==> config.mk <==
export PLATFORM = sky130hd
export DESIGN_NAME = bit_serializer_flat
export DESIGN_NICKNAME = d
export VERILOG_FILES = /design/src/rtl/bit_serializer_if.sv /design/src/rtl/bit_serializer.sv /design/src/flat_wrapper.sv
export SDC_FILE = /design/constraint.sdc
export NUM_CORES = 1
export LEC_CHECK = 0
export CORE_AREA = 2 2 55 57
export CTS_BUF_LIST = sky130_fd_sc_hd__clkbuf_8
export DETAILED_ROUTE_END_ITERATION = 10
export DIE_AREA = 0 0 57 59
export HOLD_SLACK_MARGIN = 0.15
export SYNTH_ARGS = -nofsm -noshare
export SYNTH_HDL_FRONTEND = slang
export SYNTH_SLANG_ARGS = --single-unit
==> constraint.sdc <==
create_clock -name clk -period 1.95 [get_ports clk]
set_input_delay 0.39 -clock clk [delete_from_list [all_inputs] [get_ports clk]]
set_output_delay 0.39 -clock clk [all_outputs]
set_load 0.02 [all_outputs]
==> src/rtl/bit_serializer_if.sv <==
// bit_serializer_if
//   Bundles the word handshake and the serial output of bit_serializer.
//   Handshake: a word moves on a rising clk edge where din_valid && din_ready.
//   The producer holds din_valid and din stable until that edge. The consumer
//   may raise or lower din_ready in any cycle.
//   Ports:
//     din, din_valid         producer -> serializer  (parallel word + valid)
//     din_ready              serializer -> producer
//     sout, sout_valid       serial bit and its qualifier
//     busy, word_done        status: SHIFT/GAP occupancy, last-bit pulse
//   modport slave  : serializer side
//   modport master : producer / observer side
interface bit_serializer_if #(
    parameter int WIDTH = 8
);
    logic [WIDTH-1:0] din;
    logic             din_valid;
    logic             din_ready;
    logic             sout;
    logic             sout_valid;
    logic             busy;
    logic             word_done;

    modport slave (
        input  din, din_valid,
        output din_ready, sout, sout_valid, busy, word_done
    );

    modport master (
        output din, din_valid,
        input  din_ready, sout, sout_valid, busy, word_done
    );
endinterface

==> src/rtl/bit_serializer.sv <==
// bit_serializer
//   Parallel-to-serial front end for the serial sequence detectors. Accepts
//   WIDTH-bit words on a valid/ready handshake and shifts them out one bit
//   per clk on sout, with sout_valid qualifying each bit.
//   Optional feature macro: SER_PARITY_EN -- appends one even-parity bit
//   (^din) after the data bits of every word.
//   Ports:
//     clk        rising-edge clock
//     reset      asynchronous, active-low reset
//     bus        bit_serializer_if.slave (din, din_valid, din_ready, sout,
//                sout_valid, busy, word_done)
//     dbg_state  current FSM state (0 IDLE, 1 SHIFT, 2 GAP)
//   Parameters: WIDTH (2..32), MSB_FIRST (1 = din[WIDTH-1] first), GAP (0..15)
module bit_serializer #(
    parameter int WIDTH     = 8,
    parameter bit MSB_FIRST = 1'b1,
    parameter int GAP       = 0
) (
    input  logic                  clk,
    input  logic                  reset,
    bit_serializer_if.slave       bus,
    output logic [1:0]            dbg_state
);
    typedef enum logic [1:0] {
        S_IDLE  = 2'd0,
        S_SHIFT = 2'd1,
        S_GAP   = 2'd2
    } state_t;

    localparam int CW = $clog2(WIDTH + 2);
`ifdef SER_PARITY_EN
    localparam int NB = WIDTH + 1;
`else
    localparam int NB = WIDTH;
`endif
    localparam logic [CW-1:0] LAST_IDX = CW'(NB - 1);
    // Gap counter counts down from GAP-1 to 0, giving exactly GAP idle cycles.
    localparam logic [3:0]    GAP_LOAD = 4'((GAP > 0) ? GAP - 1 : 0);

    state_t           state_q, state_d;
    logic [WIDTH-1:0] shreg_q, shreg_d;
    logic [CW-1:0]    bit_cnt_q, bit_cnt_d;
    logic [3:0]       gap_cnt_q, gap_cnt_d;
    logic             sout_q, sout_d;
    logic             sout_valid_q, sout_valid_d;
    logic             word_done_q, word_done_d;
`ifdef SER_PARITY_EN
    logic             parity_q, parity_d;
`endif

    logic din_ready;
    logic accept;

    // Ready in IDLE, and during the last bit when there is no gap so that the
    // next word follows without a bubble.
    assign din_ready = (state_q == S_IDLE) ||
                       ((state_q == S_SHIFT) && (bit_cnt_q == LAST_IDX) && (GAP == 0));
    assign accept    = bus.din_valid && din_ready;

    always_comb begin
        state_d      = state_q;
        shreg_d      = shreg_q;
        bit_cnt_d    = bit_cnt_q;
        gap_cnt_d    = gap_cnt_q;
        sout_d       = 1'b0;
        sout_valid_d = 1'b0;
        word_done_d  = 1'b0;
`ifdef SER_PARITY_EN
        parity_d     = parity_q;
`endif
        if (accept) begin
            // The first bit is presented straight from din on the accept edge;
            // the shift register keeps only the bits still to be sent.
            state_d      = S_SHIFT;
            bit_cnt_d    = '0;
            sout_valid_d = 1'b1;
            if (MSB_FIRST) begin
                sout_d  = bus.din[WIDTH-1];
                shreg_d = {bus.din[WIDTH-2:0], 1'b0};
            end else begin
                sout_d  = bus.din[0];
                shreg_d = {1'b0, bus.din[WIDTH-1:1]};
            end
`ifdef SER_PARITY_EN
            parity_d = ^bus.din;
`endif
        end else begin
            case (state_q)
                S_SHIFT: begin
                    if (bit_cnt_q == LAST_IDX) begin
                        bit_cnt_d = '0;
                        shreg_d   = '0;
                        if (GAP > 0) begin
                            state_d   = S_GAP;
                            gap_cnt_d = GAP_LOAD;
                        end else begin
                            state_d = S_IDLE;
                        end
                    end else begin
                        bit_cnt_d    = bit_cnt_q + CW'(1);
                        sout_valid_d = 1'b1;
                        word_done_d  = (bit_cnt_d == LAST_IDX);
                        if (MSB_FIRST) begin
                            sout_d  = shreg_q[WIDTH-1];
                            shreg_d = {shreg_q[WIDTH-2:0], 1'b0};
                        end else begin
                            sout_d  = shreg_q[0];
                            shreg_d = {1'b0, shreg_q[WIDTH-1:1]};
                        end
`ifdef SER_PARITY_EN
                        if (bit_cnt_d == CW'(WIDTH)) begin
                            sout_d = parity_q;
                        end
`endif
                    end
                end
                S_GAP: begin
                    if (gap_cnt_q == 4'd0) begin
                        state_d = S_IDLE;
                    end else begin
                        gap_cnt_d = gap_cnt_q - 4'd1;
                    end
                end
                default: begin
                end
            endcase
        end
    end

    always_ff @(posedge clk or negedge reset) begin
        if (!reset) begin
            state_q      <= S_IDLE;
            shreg_q      <= '0;
            bit_cnt_q    <= '0;
            gap_cnt_q    <= '0;
            sout_q       <= 1'b0;
            sout_valid_q <= 1'b0;
            word_done_q  <= 1'b0;
`ifdef SER_PARITY_EN
            parity_q     <= 1'b0;
`endif
        end else begin
            state_q      <= state_d;
            shreg_q      <= shreg_d;
            bit_cnt_q    <= bit_cnt_d;
            gap_cnt_q    <= gap_cnt_d;
            sout_q       <= sout_d;
            sout_valid_q <= sout_valid_d;
            word_done_q  <= word_done_d;
`ifdef SER_PARITY_EN
            parity_q     <= parity_d;
`endif
        end
    end

    assign bus.din_ready  = din_ready;
    assign bus.sout       = sout_q;
    assign bus.sout_valid = sout_valid_q;
    assign bus.word_done  = word_done_q;
    assign bus.busy       = (state_q != S_IDLE);
    assign dbg_state      = state_q;
endmodule
==> src/flat_wrapper.sv <==
// flat-port wrapper written by rule: the top's interface ports become plain ports
module bit_serializer_flat 
#(
    parameter int WIDTH     = 8,
    parameter bit MSB_FIRST = 1'b1,
    parameter int GAP       = 0
)
  (clk, reset, dbg_state, bus_din, bus_din_valid, bus_din_ready, bus_sout, bus_sout_valid, bus_busy, bus_word_done);
  bit_serializer_if #(.WIDTH(WIDTH)) bus_i ();
  input  logic clk;
  input  logic reset;
  output logic [1:0] dbg_state;
  input wire logic [$bits(bus_i.din)-1:0] bus_din;
  input wire logic [$bits(bus_i.din_valid)-1:0] bus_din_valid;
  output wire logic [$bits(bus_i.din_ready)-1:0] bus_din_ready;
  output wire logic [$bits(bus_i.sout)-1:0] bus_sout;
  output wire logic [$bits(bus_i.sout_valid)-1:0] bus_sout_valid;
  output wire logic [$bits(bus_i.busy)-1:0] bus_busy;
  output wire logic [$bits(bus_i.word_done)-1:0] bus_word_done;
  assign bus_i.din = bus_din;
  assign bus_i.din_valid = bus_din_valid;
  assign bus_din_ready = bus_i.din_ready;
  assign bus_sout = bus_i.sout;
  assign bus_sout_valid = bus_i.sout_valid;
  assign bus_busy = bus_i.busy;
  assign bus_word_done = bus_i.word_done;
  bit_serializer #(.WIDTH(WIDTH), .MSB_FIRST(MSB_FIRST), .GAP(GAP)) u_core (.clk(clk), .reset(reset), .bus(bus_i), .dbg_state(dbg_state));
endmodule
==> results of run 1 <==
==> kinds of logic after synthesis <==
family,after synthesis,synth area share (%)
buffers and inverters,9,6.298
adder cells (fa/ha/maj),2,3.149
flip-flops,15,47.24
AO/OA/AOI/OAI,22,17.95
other,1,0.4720
multiplexers,7,8.819
AND/OR/NAND/NOR,21,16.06
==> routing by layer <==
| layer | part of all wire, % | routed length (µm) | global-route usage, % | up-vias |
|---|---|---|---|---|
| met3 | 6.6 | 103 | 5.022 | 0 |
| met2 | 49 | 765 | 17.57 | 15 |
| li1 | - | - | - | 316 |
| met4 | 0 | 0 | 0.9967 | 0 |
| met1 | 44 | 685 | 11.98 | 304 |
| met5 | 0 | 0 | 0 | - |
==> repair_timing <==
action	CTS	global route
gates resized for setup	1	0
setup endpoints to repair	1	0
setup buffers	0	0
==> where the power goes <==
part           switching, W  internal (W)  total [W]
clock              0.000107      0.000139   0.000246
sequential        0.0000659      0.000425   0.000491
combinational      0.000310      0.000318   0.000628
==> state kept, by name (all words and copies together), names as in the netlist <==
signal and cells:
u_core.bit_cnt_q 4, u_core.bus.sout 1, u_core.bus.sout_valid 1, u_core.bus.word_done 1, u_core.dbg_state 1, u_core.shreg_q 7
==> synth_stat cells <==
master / number
sky130_fd_sc_hd__o21ai_1: 6
sky130_fd_sc_hd__and4b_1: 1
sky130_fd_sc_hd__mux2i_1: 7
sky130_fd_sc_hd__inv_1: 3
sky130_fd_sc_hd__and2_4: 1
sky130_fd_sc_hd__nor2_2: 1
sky130_fd_sc_hd__nand3b_4: 1
sky130_fd_sc_hd__buf_4: 2
sky130_fd_sc_hd__ha_1: 2
sky130_fd_sc_hd__or2_1: 2
sky130_fd_sc_hd__conb_1: 1
sky130_fd_sc_hd__clkbuf_1: 2
sky130_fd_sc_hd__nand2_1: 8
sky130_fd_sc_hd__a21oi_1: 2
sky130_fd_sc_hd__o21ai_0: 4
sky130_fd_sc_hd__a32oi_1: 6
sky130_fd_sc_hd__nand3_1: 3
sky130_fd_sc_hd__buf_6: 1
sky130_fd_sc_hd__dfrtp_1: 15
sky130_fd_sc_hd__a211oi_1: 2
sky130_fd_sc_hd__buf_2: 1
sky130_fd_sc_hd__a22o_1: 1
sky130_fd_sc_hd__a31oi_1: 1
sky130_fd_sc_hd__and2b_2: 2
sky130_fd_sc_hd__nor2_1: 2
==> layout make-up <==
| cell class | count | area [µm²] | area share, % |
|---|---|---|---|
| clock inverters | 1 | 3.754 | 0.3571 |
| well taps | 31 | 38.79 | 3.690 |
| multi-input cells | 53 | 369.1 | 35.12 |
| flip-flops and latches | 15 | 375.4 | 35.71 |
| clock buffers | 3 | 41.29 | 3.929 |
| inverters | 3 | 11.26 | 1.071 |
| repair buffers | 23 | 211.5 | 20.12 |
==> how the worst max path moves through the flow <==
stage / from / cells past startpoint / slack, ns / endpoint
after floorplan: u_core.bit_cnt_q[1]$_DFFE_PN0P_ / 4 / 0.49 / bus_din_ready
after global placement: u_core.bit_cnt_q[0]$_DFFE_PN0P_ / 5 / 0.10 / bus_din_ready
after detailed placement: u_core.bit_cnt_q[1]$_DFFE_PN0P_ / 5 / 0.08 / bus_din_ready
after CTS: u_core.bit_cnt_q[1]$_DFFE_PN0P_ / 5 / 0.08 / bus_din_ready
after global routing: u_core.bit_cnt_q[1]$_DFFE_PN0P_ / 5 / 0.02 / bus_din_ready
final: u_core.bit_cnt_q[0]$_DFFE_PN0P_ / 5 / 0.09 / bus_din_ready
==> metrics by stage <==
stage	setup WS (ns)	instance area (µm²)	hold WS [ns]
global route	0.01754	1051	0.4959
CTS	0.07744	1051	0.4674
finish	0.09430	1051	0.4608
detailed placement	0.07856	1007	0.5101
global placement	0.1013	1007	0.5074
floorplan	0.4883	794.5	0.09441
==> worst max-delay path, stage by stage (launching register included) <==
cell                            delay, ns
sky130_fd_sc_hd__dfrtp_1             0.37
sky130_fd_sc_hd__ha_1                0.25
sky130_fd_sc_hd__nand3b_4            0.10
sky130_fd_sc_hd__and2_4              0.15
sky130_fd_sc_hd__inv_1               0.03
sky130_fd_sc_hd__dlygate4sd2_1       0.31
==> impl_metrics.tcl, run 1 <==
set metrics [dict create \
    status "finished clean" \
    track_usage_pct 10.20 \
    placeableCoreArea_um2 2710 \
    final_layout_size_suffix_gt1_share_pct 15.31 \
    count_of_distinct_cell_types_in_the_synthesized_netlist 25 \
    type_of_the_tightest_min_delay_check "in2async" \
    synth.top_cell.area_share_pct 47.24 \
    clock-skew-final_ns 0.003463 \
    crit_arrival_ns 1.47 \
    drtPass1Iterations 4 \
    cap_viol_max_count 0 \
    count_of_final_setup_violators 0 \
    max-vdd-ir-drop_uv 815.9 \
    grt_start_max_net_pins 22 \
    grt_overflow_total 0 \
    detailroute.via_count 635 \
    clock_latency_ns 0.25 \
    ys_top_cells_by_area "sky130_fd_sc_hd__dfrtp_1 47%, sky130_fd_sc_hd__mux2i_1 8.8%, sky130_fd_sc_hd__a32oi_1 6.6%" \
    cts_tree "yes" \
    antenna_cells_inserted 0 \
    crit_type "reg2out" \
    std_cell_rows 19 \
    period_share_pct 95.16 \
    syn-num-nets 90 \
    via_per_inst 4.922 \
    cts.root.buffer_cell "sky130_fd_sc_hd__clkbuf_8" \
    area_added_between_synthesis_and_finish_pct 32.28 \
    total_power_w 0.001366 \
    synth.yosys.warnings 0 \
    place_congestion 0.7785 \
    grt_setup_unrepaired "no" \
    cts_hold_repair.buffers 0 \
    wl_per_cell_um 12.04 \
    reg2reg_to "u_core.bit_cnt_q[1]$_DFFE_PN0P_" \
    setup.worst_path.end_class "output pin" \
    start_util_pct 29.32 \
    post_layout_nonfiller_instances 129 \
    slew_violations 0 \
    portBuffers 16 \
    num-fill-cells 293 \
    dp_hpwl_mm 1.125 \
    post-route-drc-count 0 \
    r2r_cells 4 \
    cellPowerDensity_nw_per_um2 1299 \
    worst_setup_hold_path_clk_slew_ns 0.06 \
    clock_sink_count 15 \
    most-common-layout-cells "15 x sky130_fd_sc_hd__clkdlybuf4s50_1, 15 x sky130_fd_sc_hd__dfrtp_1, 8 x sky130_fd_sc_hd__nand2_1, 7 x sky130_fd_sc_hd__mux2i_1, 7 x sky130_fd_sc_hd__buf_4" \
    num-nets-final 112 \
    ctsLongestPathBuffers 2 \
    cts-htree-levels 1 \
    synth.avg_cell_area_um2 10.32 \
    cp.required_ns 1.56 \
    crit_path_start_kind "flip-flop" \
    totalNegativeSetupSlack_ns 0 \
    p_leak_nw 0.4922 \
    place_inst 125 \
    final_routed_wirelength_mm 1.553 \
    grt_pass1_wl_mm 2.573 \
    rr_startpoint "u_core.bit_cnt_q[1]$_DFFE_PN0P_" \
    ioPinCount 18 \
    die-area_um2 3363 \
    detailedRoute.firstIterationViolations 7 \
    synthesis.area_um2 794.5 \
    synth-seq-area-share_pct 47.24 \
    final_period_demand_of_the_worst_path_ns 1.856 \
    die-height_um 59 \
    postRouteAntennaNets 0 \
    final_hold_viol_count 0 \
    syn_inst 77 \
    first_global_vias 575 \
    flop_to_flop_setup_slack_ns 0.59 \
    critical_path.max_fanout 4 \
    finish.utilization_pct 38.78 \
    max_freq_ghz 0.5389 \
    synth_largest_area_cell "sky130_fd_sc_hd__dfrtp_1" \
    antenna_found_initial 0 \
    yosys_register_bits 15 \
    die_width_um 57 \
    cts_buffers 3 \
]
No activity file was read; power rests on OpenSTA's default activity.
==> run 2, diff against run 1 <==
--- a/config.mk
+++ b/config.mk
@@ -7,9 +7,11 @@
 export LEC_CHECK = 0
 export CORE_AREA = 2 2 55 57
 export CTS_BUF_LIST = sky130_fd_sc_hd__clkbuf_8
+export CTS_CLUSTER_DIAMETER = 40
 export DETAILED_ROUTE_END_ITERATION = 10
 export DIE_AREA = 0 0 57 59
 export HOLD_SLACK_MARGIN = 0.15
+export SLEW_MARGIN = 20
 export SYNTH_ARGS = -nofsm -noshare
 export SYNTH_HDL_FRONTEND = slang
 export SYNTH_SLANG_ARGS = --single-unit
==> results of run 2 <==
Same layout as run 1: the final DEF is identical, and so are final timing and power.
==> run 3, diff against run 2 <==
--- a/config.mk
+++ b/config.mk
@@ -11,6 +11,7 @@
 export DETAILED_ROUTE_END_ITERATION = 10
 export DIE_AREA = 0 0 57 59
 export HOLD_SLACK_MARGIN = 0.15
+export SETUP_SLACK_MARGIN = 0.3
 export SLEW_MARGIN = 20
 export SYNTH_ARGS = -nofsm -noshare
 export SYNTH_HDL_FRONTEND = slang
==> constraint.sdc (replaced) <==
create_clock -name clk -period 2 [get_ports clk]
set_input_delay 0.4 -clock clk [delete_from_list [all_inputs] [get_ports clk]]
set_output_delay 0.4 -clock clk [all_outputs]
set_load 0.02 [all_outputs]
==> run 3 against run 2 <==
- combinational power is 3.5% lower
- hold slack improved by 0.0031 ns
- total power shrank 0.91%
- register-to-register slack worse by 0.02 ns
- design area rose by 1.4%
- die area unchanged
- critical path type unchanged
- critical endpoint is now dbg_state[0]
- largest power group unchanged
==> impl_metrics.tcl, run 3 (same netlist as run 1, synthesis figures left out) <==
set metrics [dict create \
    max-vdd-ir-drop_uv 558.5 \
    totalNegativeSetupSlack_ns 0 \
    critPathBufInv 1 \
    postRouteAntennaNets 0 \
    antenna_cells_inserted 0 \
    place_congestion 0.7914 \
    period_share_pct 82.04 \
    clock_sink_count 15 \
    timing.critical_path.max_delay_family "buffers and inverters" \
    status "finished clean" \
    final_routed_wirelength_mm 1.562 \
    placeableCoreArea_um2 2710 \
    layout.cells.most_common "sky130_fd_sc_hd__dfrtp_1" \
    cts_buffers 3 \
    max_stage_delay_ns 0.61 \
    dp_hpwl_mm 1.130 \
    setup.worst_path.end_class "output pin" \
    track_usage_pct 10.24 \
    r2r_cells 5 \
    num-nets-final 112 \
    grt_setup_unrepaired "yes" \
    finalHoldWorstSlack_ns 0.4639 \
    start_util_pct 29.32 \
    cts_tree "yes" \
    post-route-drc-count 0 \
    cell_internal_pwr_w 0.0008712 \
    crit_path_start_kind "flip-flop" \
    area_added_between_synthesis_and_finish_pct 34.17 \
    antenna_found_initial 0 \
    grt_pass1_wl_mm 2.656 \
    std_cell_rows 19 \
    timing.critical_path.cells "clkdlybuf4s50_1" \
    top_regs "u_core.shreg_q: 7 flops, u_core.bit_cnt_q: 4 flops" \
    final_layout_size_suffix_gt1_share_pct 18.37 \
    ctsLongestPathBuffers 2 \
    count_of_final_setup_violators 0 \
    ioPinCount 18 \
    type_of_the_tightest_min_delay_check "in2async" \
    worst_setup_hold_path_clk_slew_ns 0.06 \
    cellPowerDensity_nw_per_um2 1269 \
    path_depth 1 \
    die-area_um2 3363 \
    drtPass1Iterations 4 \
    max_freq_ghz 0.6094 \
    power.share.sequential_pct 37.0 \
    power.share.clock_pct 18.3 \
    slew_violations 0 \
    final_period_demand_of_the_worst_path_ns 1.641 \
    p_comb_share_pct 44.8 \
    cts.root.buffer_cell "sky130_fd_sc_hd__clkbuf_8" \
    power.switching_w 0.0004820 \
    critical_path.max_fanout 4 \
    die-height_um 59 \
    crit_type "reg2out" \
    clock_latency_ns 0.25 \
    most-common-layout-cells "15 x sky130_fd_sc_hd__dfrtp_1, 14 x sky130_fd_sc_hd__clkdlybuf4s50_1, 8 x sky130_fd_sc_hd__nand2_1, 8 x sky130_fd_sc_hd__buf_4, 7 x sky130_fd_sc_hd__mux2i_1" \
    critPathSlowestCell "sky130_fd_sc_hd__clkdlybuf4s50_1" \
    die_width_um 57 \
    final_hold_viol_count 0 \
    detailedRoute.firstIterationViolations 11 \
    net_switching_share_of_the_total_power_pct 35.62 \
    cts-htree-levels 1 \
    detailroute.via_count 650 \
    portBuffers 16 \
    p_leak_nw 0.4891 \
    clock-skew-final_ns 0.003098 \
    first_global_vias 649 \
    cap_viol_max_count 0 \
    grt_start_max_net_pins 22 \
    max_flop_register "u_core.shreg_q" \
    grt_overflow_total 0 \
    number_of_flip_flops_in_the_largest_register 7 \
    wl_per_cell_um 12.11 \
    cp.required_ns 1.60 \
    crit_arrival_ns 1.24 \
    via_per_inst 5.039 \
]
## run 3: path summary, 6_finish.rpt
path | startpoint | end | slack [ns]
setup / recovery | u_core.dbg_state[0]$_DFFE_PN0P_ | dbg_state[0] | 0.36
hold / removal | reset | u_core.bus.word_done$_DFF_PN0_ | 0.46
setup reg to reg | u_core.bit_cnt_q[0]$_DFFE_PN0P_ | u_core.shreg_q[4]$_DFFE_PN0P_ | 0.57
hold reg to reg | u_core.shreg_q[7]$_DFFE_PN0P_ | u_core.bus.sout$_DFF_PN0_ | 0.53
max in group asynchronous | reset | u_core.shreg_q[2]$_DFFE_PN0P_ | 1.36
min in group clk | u_core.shreg_q[7]$_DFFE_PN0P_ | u_core.bus.sout$_DFF_PN0_ | 0.53
## run 3: power groups by stage
stage                     clock network [W]  logic [W]  registers [W]
after floorplan                           0   0.000362       0.000527
after global placement                    0   0.000584       0.000492
after detailed placement                  0   0.000596       0.000498
after CTS                          0.000256   0.000598       0.000502
after global routing               0.000268   0.000678       0.000524
final                              0.000247   0.000606       0.000500
## run 3: layout make-up
cell class | instances | area, µm²
fill | 283 | 1644
multi-input combinational | 53 | 381.6
sequential | 15 | 375.4
timing repair buffer | 23 | 212.7
clock buffer | 3 | 41.29
tap | 31 | 38.79
inverter | 3 | 11.26
clock inverter | 1 | 5.005
## run 3: timing repair
item / in CTS / in global routing
hold buffers: 0 / 0
resized for setup: 6 / 2
setup buffers: 0 / 1
setup endpoints to repair: 1 / 2
pin swaps: 1 / 2
## run 3: stage by stage
| stage | cells | total power (W) | worst slack (ns) | utilization [%] | cell area [µm²] |
|---|---|---|---|---|---|
| 3_3_place_gp | 124 | 0.001076 | 0.1453 | 36.89 | 999.7 |
| 2_1_floorplan | 77 | 0.0008892 | 0.5283 | - | 794.5 |
| 6_report | 129 | 0.001353 | 0.3592 | 39.34 | 1066 |
| 4_1_cts | 128 | 0.001357 | 0.3297 | 38.87 | 1054 |
| 5_1_grt | 129 | 0.001470 | 0.2992 | 39.34 | 1066 |
| 3_5_place_dp | 124 | 0.001094 | 0.1247 | 36.89 | 999.7 |
## run 3: per-layer routing
metal  wire length, µm  GRT usage (%)  vias to the layer above  part of all wire, %
met1               716          11.28                      313                   46
met3                97          4.148                        0                  6.2
li1                  -              -                      317                    -
met2               748          18.39                       20                   48
met4                 0          2.658                        0                    0
met5                 0              0                        -                    0
==> edit 1, RTL diff (settings of run 3) <==
Add a define of `SER_PARITY_EN`.
--- a/src/rtl/bit_serializer.sv
+++ b/src/rtl/bit_serializer.sv
@@ -12,4 +12,6 @@
 //     dbg_state  current FSM state (0 IDLE, 1 SHIFT, 2 GAP)
 //   Parameters: WIDTH (2..32), MSB_FIRST (1 = din[WIDTH-1] first), GAP (0..15)
+`define SER_PARITY_EN
+
 module bit_serializer #(
     parameter int WIDTH     = 8,
Function: changed (a bounded check fails within 10 cycles, from zero or initial values and one cycle with reset low).
==> edit 1 against run 3 <==
Total power decreased by 6.9%; cell area increased by 3.1%; critical path depth increased by 5; sequential share of layout area increased by 1.2 points; routed wire length increased by 15%; core utilization increased by 1.2 points; sequential cell count increased by 1; synthesized area increased by 6.3%; worst setup slack got worse by 0.077 ns; clock skew decreased by 0.0015 ns.
==> edit 1: results (changes against run 3) <==
Parameter                              Value

Layout
  Number of fill cells in the layout ... 299 (was 283)
  Number of antenna cells inserted ... 0 (unchanged)
  Largest registers ... u_core.shreg_q (7), u_core.bit_cnt_q (4) (unchanged)
  Fraction of final layout cells sized beyond drive strength 1 ... 0.1792 (was 0.1837)
  Nets ... 121 (was 112)

GRT
  Number of antenna violations at the first check in global routing ... 0 (unchanged)
  Total GRT Usage ... 0.1161 (was 0.1024)
  Global route total overflow ... 0 (unchanged)
  Maximum number of pins on one net before global-route repair ... 17 (was 22)
  First-pass GRT wire length ... 3015 um (was 2656 um)
  Via count of the first global-routing pass ... 706 (was 649)

Placed design
  HPWL Detailed ... 1309 um (was 1130 um)
  Cell total after placement ... 133 (was 124)
  Final RePlAce weighted congestion ... 0.7197 (was 0.7914)
  Total of buffers placed on input and output ports ... 16 (unchanged)
  Post-Place Cell Area ... 0.001042 mm2 (was 999.7 um2)
  Setup WS pre-CTS ... 0.03365 ns (was 0.1247 ns)

Pwr
  Highest ir drop seen on vdd ... 0.5336 mV (was 0.5585 mV)
  Leakage power total ... 0.4973 nW (was 0.4891 nW)
  Power density relative to cell area ... 1147 mW/mm2 (was 1269 mW/mm2)

Logic synthesis
  Top flip-flop cell by instance count after synthesis ... dfrtp_1 (unchanged)
  Area contributors post-synth ... dfrtp_1, xnor2_1, nand2_1, a22oi_1, nand3_1 (was dfrtp_1, mux2i_1, a32oi_1, o21ai_1, nand2_1)
  Sequential cell area fraction in the yosys report ... 0.4741 (was 0.4724)
  Mean area per synthesized cell ... 10.05 um2 (was 10.32 um2)
  Number of distinct library cell variants in the gate-level netlist after synthesis ... 28 (was 25)
  Ys async rst share ... 1.000 (unchanged)
  Total of warnings raised by yosys ... 0 (unchanged)
  Syn Nets ... 97 (was 90)
  Post-synth top cells ... dfrtp_1, nand2_1, nand3_1, xnor2_1, a22oi_1 (was dfrtp_1, nand2_1, mux2i_1, a32oi_1, o21ai_1)

Worst setup path
  Data arrival at the endpoint of the critical path ... 1.32 ns (was 1.24 ns)
  Flop2flop setup slack ... 0.55 ns (was 0.57 ns)
  Peak fanout along the critical path ... 2 (was 4)

STA
  Final hold slack ... 0.4808 ns (was 0.4639 ns)
  Worst-case headroom to the max-slew limit ... 0.5972
  Worst setup skew after layout ... 0.001603 ns (was 0.003098 ns)
  Maximum clock frequency ... 0.5822 GHz (was 0.6094 GHz)

Routing
  Pre-Repair DR Iteration Count ... 5 (was 4)
  DR vias/cell ... 4.839 (was 5.039)
  Via Count ... 663 (was 650)
  WL per Instance ... 13.07 um (was 12.11 um)
  Starting DRC count in detailed routing ... 18 (was 11)

Clock tree
  Cell chosen for the clock root ... clkbuf_8 (unchanged)
  Inserted Clock Buffers ... 3 (unchanged)
  Number of H-tree levels ... 1 (unchanged)
  Maximum number of buffers from clock root to sink ... 2 (unchanged)
  Skew-Pair Late Insertion Delay ... roughly 0.24 ns
  Clk pin slew, worst setup/hold paths ... 0.06 ns (about the same)

Status
  Result of the run ... finished, final reports clean (unchanged)

Worst hold path
  Path type of the worst min-delay path ... in -> async (unchanged)
-- edit 1: cell count changes after synthesis, sizes merged, moves of 2 or more --
| cell | before | now |
|---|---|---|
| nand3 | 3 | 7 |
| o21ai | 10 | 5 |
| a211oi | 2 | 0 |
| nand2 | 8 | 15 |
| a21boi | 0 | 2 |
| a32oi | 6 | 0 |
| xnor2 | 0 | 7 |
| mux2i | 7 | 1 |
| and2b | 2 | 0 |
| or2 | 2 | 0 |
| inv | 3 | 5 |
| a22oi | 0 | 6 |
-- edit 1: cell families (layout without fill, tap and decap cells) --
kind of cell	count (synthesis)	after routing	share of synthesized area
AO/OA/AOI/OAI	20	20	0.1733
XOR/XNOR	7	7	0.07259
buffers and inverters	10	32	0.09481
AND/OR/NAND/NOR	27	27	0.1393
multiplexers	1	1	0.01185
flip-flops	16	16	0.4741
adder cells (fa/ha/maj)	2	2	0.02962
other	1	1	0.004440
-- edit 1: what timing repair did --
item                       in CTS  in global routing
setup endpoints to repair       3                  1
hold buffers                    0                  0
gates resized for setup         7                  4
cloned                          0                  0
buffers inserted                0                  1
-- edit 1: path summary, 6_finish.rpt --
path,depth (start not counted),endpoint,from
setup / recovery,6,bus_din_ready,u_core.bit_cnt_q[1]$_DFFE_PN0P_
max in group asynchronous,2,u_core.shreg_q[1]$_DFFE_PN0P_,reset
min in group clk,2,u_core.shreg_q[5]$_DFFE_PN0P_,u_core.shreg_q[5]$_DFFE_PN0P_
hold reg to reg,2,u_core.shreg_q[5]$_DFFE_PN0P_,u_core.shreg_q[5]$_DFFE_PN0P_
hold / removal,2,u_core.parity_q$_DFFE_PN0P_,reset
setup reg to reg,7,u_core.shreg_q[3]$_DFFE_PN0P_,u_core.bit_cnt_q[1]$_DFFE_PN0P_
-- edit 1: area by class of cell --
class	count	share of cell area
flip-flops and latches	16	0.3645
multi-input cells	58	0.3428
repair buffers	24	0.1959
clock buffers	3	0.03759
well taps	31	0.03531
inverters	5	0.02392
-- edit 1: report_power, final --
part,total (W),switching (W),internal [W]
Combinational,0.000523,0.000265,0.000258
Clock,0.000232,0.0000991,0.000133
Sequential,0.000504,0.0000765,0.000427
Total,0.00126,0.000441,0.000819
-- edit 1: worst max-delay path, cell delays in order, from the launching register on --
cell and delay, ns:
dfrtp_1 0.38, inv_1 0.06, ha_2 0.18, nand2_2 0.06, o21a_4 0.22, inv_8 0.05, buf_4 0.12
-- edit 1: metal layers --
layer,vias to the layer above,GRT usage,share of wire
met1,319,0.1286,0.43
met3,0,0.02183,0.030
li1,331,-,-
met2,13,0.2167,0.54
met5,-,0,0
met4,0,0.04983,0
